File: src/rtl/direction_batch_arbiter.sv
// Round-robin batch arbiter: grants one direction-vector source at a time,
// forwards exactly QUANTITY vectors to the shared aggregator, then collects
// the aggregator's two-bin result, tags it with the source index and hands
// it downstream before the next source may be granted.
//
// state       | meaning
// ------------+------------------------------------------------------------
// IDLE        | no batch open; pick next valid source round-robin
// STREAM      | granted source wired through to aggregator, counting xfers
// WAIT_RESULT | batch complete; ack and capture aggregator result
// OUTPUT      | tagged result presented until downstream accepts
module direction_batch_arbiter #(
  parameter int NUM_SRC    = 4,
  parameter int DATA_WIDTH = 32,
  parameter int QUANTITY   = 199
) (
  input  logic                                 clk_in,
  input  logic                                 rst_n_in,
  input  logic [NUM_SRC-1:0]                   src_valid_in,
  input  logic [NUM_SRC*DATA_WIDTH-1:0]        src_direction_in,
  input  logic [NUM_SRC*(DATA_WIDTH/2)-1:0]    src_magnitude_in,
  output logic [NUM_SRC-1:0]                   src_ready_out,
  output logic                                 agg_valid_out,
  output logic [DATA_WIDTH-1:0]                agg_direction_out,
  output logic [DATA_WIDTH/2-1:0]              agg_magnitude_out,
  input  logic                                 agg_ready_in,
  input  logic                                 agg_result_valid_in,
  input  logic signed [23:0]                   agg_bin0_in,
  input  logic signed [23:0]                   agg_bin1_in,
  output logic                                 agg_ack_out,
  output logic                                 res_valid_out,
  output logic [((NUM_SRC > 1) ? $clog2(NUM_SRC) : 1)-1:0] res_src_out,
  output logic signed [23:0]                   res_bin0_out,
  output logic signed [23:0]                   res_bin1_out,
  output logic                                 res_dir_out,
  input  logic                                 res_ready_in
);

  localparam int SRC_W = (NUM_SRC > 1) ? $clog2(NUM_SRC) : 1;
  localparam int MAG_W = DATA_WIDTH / 2;
  localparam int CNT_W = $clog2(QUANTITY + 1);

  localparam logic [1:0] ST_IDLE   = 2'd0;
  localparam logic [1:0] ST_STREAM = 2'd1;
  localparam logic [1:0] ST_WAIT   = 2'd2;
  localparam logic [1:0] ST_OUTPUT = 2'd3;

  // Reset value makes source 0 the first winner of the round-robin search.
  localparam logic [SRC_W-1:0] LAST_RST = SRC_W'(NUM_SRC - 1);
  localparam logic [CNT_W-1:0] CNT_LAST = CNT_W'(QUANTITY - 1);

  logic [1:0]        state;
  logic [SRC_W-1:0]  grant;
  logic [SRC_W-1:0]  last_grant;
  logic [CNT_W-1:0]  xfer_cnt;
  logic              stream;
  logic              xfer;
  logic              rr_found;
  logic [SRC_W-1:0]  rr_idx;
  logic [SRC_W-1:0]  rr_grant;
  logic [SRC_W-1:0]  res_src_q;
  logic signed [23:0] res_bin0_q;
  logic signed [23:0] res_bin1_q;
  logic              res_dir_q;

  assign stream = (state == ST_STREAM);
  assign xfer   = agg_valid_out && agg_ready_in;

  // Round-robin search starting one past the previous winner.
  always_comb begin
    rr_found = 1'b0;
    rr_idx   = '0;
    rr_grant = last_grant;
    for (int i = 1; i <= NUM_SRC; i++) begin
      rr_idx = SRC_W'((int'(last_grant) + i) % NUM_SRC);
      if (!rr_found && src_valid_in[rr_idx]) begin
        rr_found = 1'b1;
        rr_grant = rr_idx;
      end
    end
  end

  // Granted source is wired straight through only while streaming.
  always_comb begin
    src_ready_out     = '0;
    agg_valid_out     = 1'b0;
    agg_direction_out = '0;
    agg_magnitude_out = '0;
    if (stream) begin
      agg_valid_out         = src_valid_in[grant];
      agg_direction_out     = src_direction_in[int'(grant)*DATA_WIDTH +: DATA_WIDTH];
      agg_magnitude_out     = src_magnitude_in[int'(grant)*MAG_W +: MAG_W];
      src_ready_out[grant]  = agg_ready_in;
    end
  end

  assign agg_ack_out   = (state == ST_WAIT) && agg_result_valid_in;
  assign res_valid_out = (state == ST_OUTPUT);
  assign res_src_out   = res_src_q;
  assign res_bin0_out  = res_bin0_q;
  assign res_bin1_out  = res_bin1_q;
  assign res_dir_out   = res_dir_q;

  // Batch sequencing, transfer counting and result capture.
  always_ff @(posedge clk_in or negedge rst_n_in) begin
    if (!rst_n_in) begin
      state      <= ST_IDLE;
      grant      <= '0;
      last_grant <= LAST_RST;
      xfer_cnt   <= '0;
      res_src_q  <= '0;
      res_bin0_q <= '0;
      res_bin1_q <= '0;
      res_dir_q  <= 1'b0;
    end else begin
      case (state)
        ST_IDLE: begin
          if (rr_found) begin
            grant <= rr_grant;
            state <= ST_STREAM;
          end
        end
        ST_STREAM: begin
          if (xfer) begin
            xfer_cnt <= xfer_cnt + 1'b1;
            if (xfer_cnt == CNT_LAST) state <= ST_WAIT;
          end
        end
        ST_WAIT: begin
          if (agg_result_valid_in) begin
            res_src_q  <= grant;
            res_bin0_q <= agg_bin0_in;
            res_bin1_q <= agg_bin1_in;
            res_dir_q  <= (agg_bin1_in > agg_bin0_in);
            state      <= ST_OUTPUT;
          end
        end
        default: begin
          if (res_ready_in) begin
            last_grant <= grant;
            xfer_cnt   <= '0;
            state      <= ST_IDLE;
          end
        end
      endcase
    end
  end

endmodule
File: config.mk
export PLATFORM = sky130hd
export DESIGN_NAME = direction_batch_arbiter
export DESIGN_NICKNAME = d
export VERILOG_FILES = /design/src/rtl/direction_batch_arbiter.sv
export SDC_FILE = /design/constraint.sdc
export NUM_CORES = 1
export LEC_CHECK = 0
export ABC_CLOCK_PERIOD_IN_PS = 2000
export BUFFER_PORTS_ARGS = -buffer_cell sky130_fd_sc_hd__buf_4
export CAP_MARGIN = 20
export CELL_PAD_IN_SITES_DETAIL_PLACEMENT = 2
export CELL_PAD_IN_SITES_GLOBAL_PLACEMENT = 2
export CORE_MARGIN = 5
export CORE_UTILIZATION = 20
export DETAILED_ROUTE_END_ITERATION = 8
export GPL_ROUTABILITY_DRIVEN = 0
export GPL_TIMING_DRIVEN = 0
export PLACE_DENSITY = 0.74
export RECOVER_POWER = 100
export SKIP_CTS_REPAIR_TIMING = 1
export SYNTH_ARGS = -nofsm -noshare
export SYNTH_HDL_FRONTEND = slang
export SYNTH_SLANG_ARGS = --single-unit
File: constraint.sdc
create_clock -name clk_in -period 2 [get_ports clk_in]
set_input_delay 0.6 -clock clk_in [delete_from_list [all_inputs] [get_ports clk_in]]
set_output_delay 0.6 -clock clk_in [all_outputs]
set_load 0.005 [all_outputs]
Word level (Yosys, flattened, before mapping)

Cells that the tools add are included.

$add $sub $neg: 5
$mul: 0
Div/mod/pow operators: 0
$lt $le $gt $ge: 7
Equal/unequal tests: 8
Shift-type cells: 2
Muxes and demuxes: 33
Bitwise gates (word level): 3
Reduce and logical (&&, ||, !) cells: 19

Operator list:

| cell                                                       | count |
|---|---|
| indexed part select 128 x 8 -> 32 bit                      | 1 |
| indexed part select 64 x 7 -> 16 bit                       | 1 |
| two-way mux 32 bit                                         | 1 |
| > comparator 24 bit                                        | 1 |
| two-way mux 2 bit                                          | 9 |
| two-way mux 16 bit                                         | 1 |
| two-way mux 8 bit                                          | 2 |
| one-hot mux 8 bit (2 select lines)                         | 1 |
| less-than comparator 2 x 3 -> 1 bit, second input constant | 5 |
| two-way mux 1 bit                                          | 11 |
| binary-select mux 1 bit (select 2 bit)                     | 5 |
| adder 8 x 1 -> 8 bit, second input constant                | 1 |
| equality test 8 bit, second input constant                 | 1 |
| logical AND 1 bit                                          | 6 |
| one-hot mux 2 bit (3 select lines)                         | 1 |
| AND reduction 2 bit                                        | 3 |
| AND reduction 5 bit                                        | 1 |
| adder 2 x 1 -> 2 bit, second input constant                | 2 |
| adder 2 bit, second input constant                         | 2 |
| AND 4 bit                                                  | 1 |
| equality test 2 bit, second input constant                 | 2 |
| two-way mux 4 bit                                          | 1 |
| inequality test 2 x 1 -> 1 bit, second input constant      | 2 |
| inequality test 2 bit, second input constant               | 2 |
| 11 further kinds                                           | 14 |

Bits in registers: 65
Bits in latches: 0
Memory bits (writable): 0
ROM bits: 0
Input port bits: 249
Logic and storage cells: 85
Memories: 0

Depth between registers and ports, before layout

Gate-level depths: netlist of the first run.

Word-level depth: 15
Mapped depth: 8
Depth with buffers taken out: 8

Worst setup path after synthesis of the first run

Ideal clock, no wire load.

Path kind: register -> output
Start point: reg grant[0]
End point: out agg_direction_out[0]
Arrival time: 1.522 ns
Required time: 1.400 ns
Slack: -0.122 ns
Cell stages (with the launch flop): 5
Cells stage by stage: dfrtp_1 > clkbuf_1 > buf_2 > mux4_2 > and2_1

Cells in the longest elaborated chain, start to end: 2

Ends and longest elaborated chain:

| element                               | RTL line | text |
|---|---|---|
| start, declared                       | 53       | `logic [SRC_W-1:0] grant;` |
| start signal, assigned                | 119      | `grant <= rr_grant;` |
| indexed part select 128 x 8 -> 32 bit | 91       | `agg_direction_out = src_direction_in[int'(grant)*DATA_WIDTH +: DATA_WIDTH];` |
| two-way mux 32 bit                    | 89       | `if (stream) begin` |
| end, declared                         | 24       | `output logic [DATA_WIDTH-1:0] agg_direction_out,` |

No other way between the ends.

Worst setup path in the final report of the first run

Start point: reg grant[0]
End point: out agg_direction_out[10]

Same word-level chain as after synthesis.

==> flow_metrics.env, run 1 <==
export IMPL_fin_ws_ns=-0.463
export IMPL_coreArea_um2=24100
export IMPL_vdd_ir_drop_max_mv=0.439
export IMPL_r2r_start="grant[0]"
export IMPL_die_y_um=166
export IMPL_cts_made_buffers=9
export IMPL_crit_chain="buf_12 > buf_12 > mux4_2 > and2_4 > buf_6"
export IMPL_vias_per_cell=4.57
export IMPL_rows=57
export IMPL_synth_fp_nets=724
export IMPL_maxSlewViolCount=66
export IMPL_synthDistinctLibCells=43
export IMPL_ys_ff_latch=65
export IMPL_drtIter0Drc=165
export IMPL_area_growth_pct=85.1
export IMPL_arrival_ns=1.86
export IMPL_die_width_um=166
export IMPL_drive_gt1_share_pct=66.1
export IMPL_cts_sinks=65
export IMPL_h_tree_depth=3
export IMPL_setup_viol=56
export IMPL_min_from="res_bin0_out[20]"
export IMPL_synth_cells=444
export IMPL_syn_area_per_cell_um2=10.9
export IMPL_hold_viol=0
export IMPL_synth_top_area_share_pct=32.5
export IMPL_layout_nets=1106
export IMPL_antenna_found_initial=2
export IMPL_powerDensity_nw_per_um2=1270
export IMPL_holdPathEnd="res_bin0_out[20]"
export IMPL_rsz0062_at_grt="yes"
export IMPL_max_stage_delay_ns=0.53
export IMPL_critPathCaptureType="output port"
export IMPL_grt_ovfl_total=0
export IMPL_cts_root_to_sink_buffers=2
export IMPL_start_kind="flop"
export IMPL_place_hpwl_mm=21.8
export IMPL_fmax_mhz=406
export IMPL_cts_root_buf="clkbuf_16"
export IMPL_finalClockSkew_ns=0.0108
export IMPL_port_buffers=354
export IMPL_wire_per_inst_um=23.0
export IMPL_grt_max_degree=66
export IMPL_vias=5292
export IMPL_rrSetupSlack_ns=-0.22
export IMPL_grt_pass1_wl_mm=37.2
export IMPL_rr_endpoint="state[1]"
export IMPL_layout_min_cycle_time_ns=2.46
export IMPL_min_path_type="flop to flop"
export IMPL_die_area_um2=27500
export IMPL_crit_top_cell="buf_12"
export IMPL_track_usage_pct=17.7
export IMPL_antenna_left=0
export IMPL_drc=0
export IMPL_final_core_util_pct=37.3
export IMPL_initial_core_util_pct=20.1
export IMPL_cp_slowest_cell="mux4_2"
export IMPL_status="finished, violations left"
export IMPL_clk_latency_ns=0.34
export IMPL_timing_final_crit_share_pct=123
export IMPL_drv_cap=1
export IMPL_synth_area_um2=4850
export IMPL_reg2reg_depth=8
export IMPL_worst_path_buf_inv=3
export IMPL_max_slew_margin_rel_pct=-18.6
export IMPL_wirelength_mm=26.6
export IMPL_seq_area_frac_synth_pct=33.6
export IMPL_first_pass_iters=4
export IMPL_required_ns=1.40
export IMPL_min_path_cells=2
export IMPL_critPathMaxFanout=10
export IMPL_synth_area_top_cells="dfrtp_1 (32%), mux4_2 (23%), ha_1 (8.0%), and2_1 (6.7%), mux2_2 (6.0%)"
export IMPL_critical_path_class="flop to output port"
export IMPL_num_fill_cells=2682
export IMPL_cp_top_family="multiplexers"
export IMPL_synth_top_area_cell="dfrtp_1"
export IMPL_clkTransAtPathRegs_ns=0.05
export IMPL_yosysWarnings=0
export IMPL_io_pins=355
export IMPL_dp_worst_setup_slack_ns=-0.885
export IMPL_cts_tree="done"
export IMPL_grt_pass1_vias=6022
export IMPL_violations="capacitance limit, slew limit, setup timing"
export IMPL_worst_slew_pin_slew_ns=1.78
export IMPL_leakage_nw=4.35
flip-flops by register name (all words and copies together) (netlist names):
register / count
res_src_out: 2
last_grant: 2
state: 2
res_bin0_out: 24
res_bin1_out: 24
xfer_cnt: 8
res_dir_out: 1
grant: 2
cells in the final DEF, fill, tap and decap left out, types with 3 or more instances in the layout:
cell,synthesis,routed
nand3_1,5,4
nor2_1,8,7
nand4_1,7,7
o21ai_0,33,33
dfrtp_1,63,61
buf_8,0,3
diode_2,0,3
and2_4,0,47
o221ai_1,5,5
buf_6,0,51
bufinv_16,0,3
o211ai_1,4,4
clkbuf_16,0,11
and2_1,52,5
inv_1,33,31
mux2_2,26,26
nand2_1,52,50
buf_4,1,319
a21oi_1,13,12
mux4_2,49,49
nand3b_1,3,3
buf_12,0,6
clkbuf_1,18,5
ha_1,31,28
clkbuf_4,0,7
cell type report:
| cell class | instances | area [µm²] | area share [%] |
|---|---|---|---|
| tap | 324 | 405 | 4.51 |
| clock buffer | 10 | 239 | 2.66 |
| multi-input combinational | 319 | 3190 | 35.5 |
| timing repair buffer | 372 | 3020 | 33.6 |
| buffer | 25 | 259 | 2.88 |
| sequential | 65 | 1630 | 18.2 |
| inverter | 34 | 130 | 1.45 |
| antenna | 3 | 7.51 | 0.0836 |
| clock inverter | 5 | 104 | 1.16 |
worst max path at each step:
stage                  start               endpoint  slack (ns)  cells past startpoint
finish              grant[0]  agg_direction_out[10]       -0.46                      5
global route        grant[0]  agg_direction_out[19]       -0.52                      5
CTS                 state[0]            agg_ack_out       -1.26                      6
detailed placement  state[0]            agg_ack_out       -0.89                      6
global placement    state[0]            agg_ack_out       -0.86                      6
floorplan           state[1]  agg_direction_out[10]        0.01                      6
routing by layer:
layer  share of wire (%)  global-route usage [%]  vias to the layer above
li1                    -                       -                     2396
met1                  33                    17.0                     2614
met5                   0                       0                        -
met4                 3.7                    6.31                        0
met3                 8.2                    6.86                       43
met2                  55                    34.0                      239
stage by stage:
| stage | power (mW) | std cells | area (µm²) | setup TNS [ns] | hold WS, ns |
|---|---|---|---|---|---|
| after floorplan | 5.23 | 444 | 4870 | 0 | 0.304 |
| after global placement | 8.07 | 1122 | 7940 | -37.73 | 0.463 |
| after detailed placement | 8.21 | 1122 | 7940 | -39.97 | 0.477 |
| after CTS | 10.1 | 1137 | 8280 | -61.69 | 0.432 |
| after global routing | 12.2 | 1157 | 8980 | -33.27 | 0.501 |
| final | 11.4 | 1157 | 8980 | -21.40 | 0.476 |
kinds of logic (layout without fill, tap and decap cells):
group | count (synthesis) | count (layout) | share of synthesized area (%)
other | 0 | 3 | 0
muxes | 78 | 78 | 29.4
DFF | 65 | 65 | 33.6
AOI/OAI and AO/OA | 65 | 65 | 8.38
buffers and inverters | 60 | 446 | 4.85
adders and majority gates | 31 | 31 | 8.00
and+or+nand+nor | 143 | 143 | 15.4
xor gates and xnor gates | 2 | 2 | 0.361
synth_stat cells (all sizes together):
cell / instances
nand2b: 1
a2111oi: 1
nand3b: 3
o22a: 1
or4: 2
nor4: 3
a41oi: 1
and3: 1
mux2i: 2
mux2: 27
ha: 31
nand4b: 1
mux4: 49
a21oi: 13
xnor2: 2
inv: 34
a221o: 1
nor3: 4
nand3: 5
nor2: 8
dfstp: 2
nor2b: 1
nand2: 52
a22o: 1
nand4: 7
a211oi: 2
o21ai: 33
o211ai: 4
a22oi: 1
a21o: 1
clkbuf: 18
o221ai: 5
o31a: 1
or3: 1
and2: 52
dfrtp: 63
buf: 8
and4: 1
nor4b: 1
where the power goes:
part | leakage (nW) | internal (mW) | switching, mW | total [mW]
Combinational | 3.38 | 4.31 | 2.93 | 7.24
Clock | 0.169 | 1.25 | 0.625 | 1.87
Sequential | 0.798 | 1.93 | 0.400 | 2.33
worst register-to-register path, delay by kind of cell (launching register included):
kind                   cells  cell delay [ns]
buffers and inverters      3             0.41
AOI/OAI and AO/OA          2             0.61
muxes                      2             0.62
DFF                        1             0.40
and+or+nand+nor            1             0.07
Power figures use the tool's default switching activity.
==> run 2: changes to the inputs <==
==> constraint.sdc (replaced) <==
create_clock -name clk_in -period 2 [get_ports clk_in]
set_input_delay 0.6 -clock clk_in [delete_from_list [all_inputs] [get_ports clk_in]]
set_output_delay 0.6 -clock clk_in [all_outputs]
set_load 0.05 [all_outputs]
==> run 2 against run 1 <==
Net effect:
- the flow still finishes with violations (capacitance limit, slew limit, setup timing)
- combinational power grew 60%
- clock skew is essentially flat
- clock power shrank 19%
- total power grew 35%
- worst setup slack lost 0.13 ns
- via count grew 4.0%
- design area grew 4.1%
- die area is the same
- global-route usage grew 0.76 points
- final cell count grew 0.52%
- sequential power is essentially flat
- clock-buffer cell count grew 3
- critical path type unchanged
- critical endpoint is now agg_direction_out[2]
- largest power group unchanged
- highest routed layer unchanged
==> flow_metrics.env, run 2 (same netlist as run 1, synthesis figures left out) <==
export IMPL_status="finished, violations left"
export IMPL_violations="capacitance limit, slew limit, setup timing"
export IMPL_critPathCaptureType="output port"
export IMPL_min_path_type="flop to flop"
export IMPL_power_share_clock_pct=9.7
export IMPL_grt_pass1_wl_mm=38.5
export IMPL_clkTransAtPathRegs_ns=0.06
export IMPL_fmax_mhz=385
export IMPL_antenna_found_initial=0
export IMPL_use_met3_pct=5.62
export IMPL_worst_slew_pin_slew_ns=1.76
export IMPL_timing_final_crit_share_pct=130
export IMPL_grt_pass1_vias=5924
export IMPL_worst_path_buf_inv=3
export IMPL_num_fill_cells=2550
export IMPL_drive_gt1_share_pct=67.5
export IMPL_r2r_start="grant[1]"
export IMPL_diodes=0
export IMPL_max_slew_margin_rel_pct=-17.6
export IMPL_arrival_ns=2.00
export IMPL_critical_path_class="flop to output port"
export IMPL_cts_root_to_sink_buffers=2
export IMPL_setup_viol=62
export IMPL_maxSlewViolCount=66
export IMPL_area_growth_pct=92.6
export IMPL_place_hpwl_mm=23.0
export IMPL_cts_made_buffers=9
export IMPL_power_frac_comb_pct=75.1
export IMPL_hold_viol=0
export IMPL_layout_min_cycle_time_ns=2.60
export IMPL_clk_latency_ns=0.33
export IMPL_rows=57
export IMPL_antenna_left=0
export IMPL_rr_endpoint="state[1]"
export IMPL_die_y_um=166
export IMPL_final_cell_mix="buf_4 (314), dfrtp_1 (60), and2_4 (50), mux4_2 (49), nand2_1 (49)"
export IMPL_grt_max_degree=66
export IMPL_cp_slowest_cell="mux4_2"
export IMPL_seqCellArea_um2=1630
export IMPL_fin_ws_ns=-0.597
export IMPL_finalClockSkew_ns=0.0104
export IMPL_vdd_ir_drop_max_mv=0.804
export IMPL_max_stage_delay_ns=0.56
export IMPL_crit_chain="buf_12 > clkbuf_16 > mux4_2 > and2_4 > buf_8"
export IMPL_vias=5506
export IMPL_start_kind="flop"
export IMPL_rrSetupSlack_ns=-0.28
export IMPL_holdPathEnd="res_bin0_out[22]"
export IMPL_layout_nets=1115
export IMPL_min_from="res_bin0_out[22]"
export IMPL_wirelength_mm=30.5
export IMPL_switchingPower_mw=7.57
export IMPL_die_area_um2=27500
export IMPL_met2_usage_pct=34.4
export IMPL_rsz0062_at_grt="yes"
export IMPL_initial_core_util_pct=20.1
export IMPL_stdcell_area_um2=9340
export IMPL_leakage_nw=4.48
export IMPL_required_ns=1.40
export IMPL_grt_ovfl_total=0
export IMPL_min_path_cells=2
export IMPL_drv_cap=1
export IMPL_port_buffers=354
export IMPL_powerDensity_nw_per_um2=1660
export IMPL_drtIter0Drc=226
export IMPL_cp_top_family="multiplexers"
export IMPL_gr_max_usage_layer="met2"
export IMPL_track_usage_pct=18.4
export IMPL_critPathMaxFanout=8
export IMPL_cts_tree="done"
export IMPL_finalSetupTns_ns=-25.23
export IMPL_pwr_share_seq_pct=15.2
export IMPL_layout_commonest_cell="buf_4"
export IMPL_cts_sinks=65
export IMPL_h_tree_depth=3
export IMPL_coreArea_um2=24100
export IMPL_die_width_um=166
export IMPL_dpl_cell_area_um2=8140
export IMPL_wire_per_inst_um=26.3
export IMPL_reg2reg_depth=7
export IMPL_first_pass_iters=4
export IMPL_p_int_mw=7.92
export IMPL_io_pins=355
export IMPL_vias_per_cell=4.73
export IMPL_switching_share_pct=48.9
export IMPL_cts_root_buf="clkbuf_16"
export IMPL_multi_input_area_um2=3250
export IMPL_use_met1_pct=20.6
export IMPL_drc=0
run 2: cell type report:
| class | count | area share, % |
|---|---|---|
| Clock buffer | 13 | 2.89 |
| Timing Repair Buffer | 380 | 35.9 |
| Sequential cell | 65 | 17.5 |
| Multi-Input combinational cell | 319 | 34.8 |
| Tap cell | 324 | 4.34 |
| Clock inverter | 2 | 0.134 |
| Inverter | 34 | 1.43 |
| Buffer | 26 | 3.05 |
run 2: worst max path at each step:
stage                     depth (start not counted)      from  slack [ns]              endpoint
final                                             5  grant[0]       -0.60  agg_direction_out[2]
after global routing                              5  grant[0]       -0.66  agg_direction_out[2]
after CTS                                         6  state[0]       -0.93           agg_ack_out
after detailed placement                          6  state[0]       -0.56           agg_ack_out
after global placement                            7  state[0]       -0.55           xfer_cnt[2]
after floorplan                                   6  state[1]       -0.07      src_ready_out[0]
run 2: per-stage QoR:
step / utilization, % / setup slack [ns] / total power, mW / hold slack, ns / std cells
2_1_floorplan: - / -0.0666 / 9.05 / 0.304 / 444
3_3_place_gp: 33.8 / -0.553 / 11.9 / 0.463 / 1122
3_5_place_dp: 33.8 / -0.555 / 12.1 / 0.481 / 1122
4_1_cts: 34.9 / -0.933 / 13.6 / 0.429 / 1137
5_1_grt: 38.8 / -0.656 / 16.2 / 0.499 / 1163
6_report: 38.8 / -0.597 / 15.5 / 0.484 / 1163
run 2: routing by layer:
metal	vias to the layer above	routed length (µm)
met5	-	0
met4	0	594
met3	33	2320
met1	2789	11300
li1	2407	-
met2	277	16300
run 2: worst register-to-register path, stage by stage (launching register included):
cell and delay [ns]:
dfrtp_1 0.39, buf_6 0.15, mux4_2 0.37, buf_6 0.12, nand2_4 0.05, o31a_1 0.31, a2111oi_4 0.44, mux2_4 0.35
run 2: power by group through the flow:
stage               clock network (mW)  registers (mW)  logic (mW)
global route                      1.64            2.44        12.1
detailed placement                   0            2.35        9.71
floorplan                            0            4.02        5.03
global placement                     0            2.30        9.55
finish                            1.51            2.35        11.6
CTS                               1.58            2.33        9.72
==> run 3: changes to the inputs <==
--- a/config.mk
+++ b/config.mk
@@ -12,6 +12,7 @@
 export CELL_PAD_IN_SITES_GLOBAL_PLACEMENT = 2
 export CORE_MARGIN = 5
 export CORE_UTILIZATION = 20
+export CTS_BUF_LIST = sky130_fd_sc_hd__clkbuf_4 sky130_fd_sc_hd__clkbuf_8 sky130_fd_sc_hd__clkbuf_16
 export DETAILED_ROUTE_END_ITERATION = 8
 export GPL_ROUTABILITY_DRIVEN = 0
 export GPL_TIMING_DRIVEN = 0
==> run 3 against run 2 <==
Net effect:
- clock-buffer cell count unchanged
- sequential cell count unchanged
- critical path depth unchanged
- clock skew about the same
- utilization about the same
- first-iteration DRC count down 3.1%
- sequential share of layout area about the same
- sequential power about the same
- the flow still finishes with violations (capacitance limit, slew limit, setup timing)
- total power about the same
==> flow_metrics.env, run 3 (same netlist as run 1, synthesis figures left out) <==
export IMPL_vias=5499
export IMPL_dp_worst_setup_slack_ns=-0.555
export IMPL_rows=57
export IMPL_critical_path_class="flop to output port"
export IMPL_cts_root_buf="clkbuf_16"
export IMPL_cts_tree="done"
export IMPL_layout_commonest_cell="buf_4"
export IMPL_hold_viol=0
export IMPL_vdd_ir_drop_max_mv=0.804
export IMPL_violations="capacitance limit, slew limit, setup timing"
export IMPL_finalHoldWorstSlack_ns=0.485
export IMPL_drc=0
export IMPL_seqCellArea_um2=1630
export IMPL_cts_root_to_sink_buffers=2
export IMPL_layout_nets=1115
export IMPL_grt_pass1_wl_mm=38.5
export IMPL_leakage_nw=4.49
export IMPL_grt_ovfl_total=0
export IMPL_antenna_found_initial=0
export IMPL_timing_final_crit_share_pct=130
export IMPL_drtIter0Drc=219
export IMPL_track_usage_pct=18.4
export IMPL_multi_input_area_um2=3250
export IMPL_vias_per_cell=4.72
export IMPL_finalPower_mw=15.5
export IMPL_arrival_ns=1.99
export IMPL_grt_pass1_vias=5928
export IMPL_worst_slew_pin_slew_ns=1.76
export IMPL_die_area_um2=27500
export IMPL_final_cell_mix="buf_4 (314), dfrtp_1 (60), and2_4 (50), mux4_2 (49), nand2_1 (49)"
export IMPL_place_hpwl_mm=23.0
export IMPL_use_met3_pct=5.62
export IMPL_layout_min_cycle_time_ns=2.59
export IMPL_fin_ws_ns=-0.593
export IMPL_antenna_left=0
export IMPL_wirelength_mm=30.5
export IMPL_drv_cap=1
export IMPL_critPathMaxFanout=8
export IMPL_first_pass_iters=4
export IMPL_maxSlewViolCount=66
export IMPL_use_met1_pct=20.6
export IMPL_dpl_cell_area_um2=8140
export IMPL_met2_usage_pct=34.4
export IMPL_port_buffers=354
export IMPL_critPathCaptureType="output port"
export IMPL_num_fill_cells=2548
export IMPL_die_y_um=166
export IMPL_cts_sinks=65
export IMPL_status="finished, violations left"
export IMPL_initial_core_util_pct=20.1
export IMPL_die_width_um=166
export IMPL_stdcell_area_um2=9350
export IMPL_fmax_mhz=386
export IMPL_min_path_type="flop to flop"
export IMPL_gr_max_usage_layer="met2"
export IMPL_setup_viol=62
export IMPL_area_growth_pct=92.8
export IMPL_clkTransAtPathRegs_ns=0.06
export IMPL_finalClockSkew_ns=0.0105
export IMPL_drive_gt1_share_pct=67.6
export IMPL_h_tree_depth=3
export IMPL_powerDensity_nw_per_um2=1660
export IMPL_clk_latency_ns=0.33
export IMPL_required_ns=1.40
export IMPL_start_kind="flop"
export IMPL_max_slew_margin_rel_pct=-17.6
export IMPL_cts_made_buffers=9
export IMPL_wire_per_inst_um=26.2
export IMPL_io_pins=355
export IMPL_coreArea_um2=24100
export IMPL_rsz0062_at_grt="yes"
export IMPL_grt_max_degree=66
-- run 3: cell count changes in the layout (fill, tap and decap cells not counted) --
cell,before,now
diode_2,0,1
clkbuf_4,2,3
clkbuf_1,6,5
-- run 3: final cells by class --
| type | instances | area share [%] |
|---|---|---|
| tap | 324 | 4.34 |
| clock inverter | 2 | 0.134 |
| clock buffer | 13 | 2.93 |
| sequential | 65 | 17.5 |
| antenna | 1 | 0.0268 |
| inverter | 34 | 1.43 |
| timing repair buffer | 380 | 35.8 |
| buffer | 26 | 3.05 |
| multi-input combinational | 319 | 34.8 |
-- run 3: final timing paths --
path / start / to / slack (ns) / depth (start not counted)
setup / recovery: grant[0] / agg_direction_out[2] / -0.59 / 5
min in group asynchronous: rst_n_in / res_bin1_out[6] / 0.74 / 1
max in group asynchronous: rst_n_in / grant[0] / 0.08 / 1
setup reg to reg: grant[1] / state[1] / -0.28 / 7
hold / removal: res_bin0_out[22] / res_bin0_out[22] / 0.48 / 2
hold reg to reg: res_bin0_out[22] / res_bin0_out[22] / 0.48 / 2
-- run 3: per-layer routing --
metal	up-vias	wire, µm
met2	260	16300
met5	-	0
met4	0	670
met1	2796	11400
met3	35	2130
li1	2408	-
-- run 3: metrics by stage --
step | util [%] | setup TNS [ns] | std cells
2_1_floorplan | - | -0.0666 | 444
3_3_place_gp | 33.8 | -25.54 | 1122
3_5_place_dp | 33.8 | -28.61 | 1122
4_1_cts | 35.0 | -48.86 | 1137
5_1_grt | 38.8 | -38.85 | 1163
6_report | 38.8 | -25.20 | 1164
-- run 3: where the power goes --
part,leakage [nW],total (mW),switching (mW),internal (mW)
combinational,3.55,11.6,6.58,5.05
sequential,0.797,2.35,0.415,1.94
clock,0.141,1.52,0.575,0.945
-- run 3: worst max-delay path: stages (launching register included) --
cell,delay (ns)
dfrtp_2,0.40
buf_12,0.18
clkbuf_16,0.18
mux4_2,0.56
and2_4,0.19
buf_8,0.15
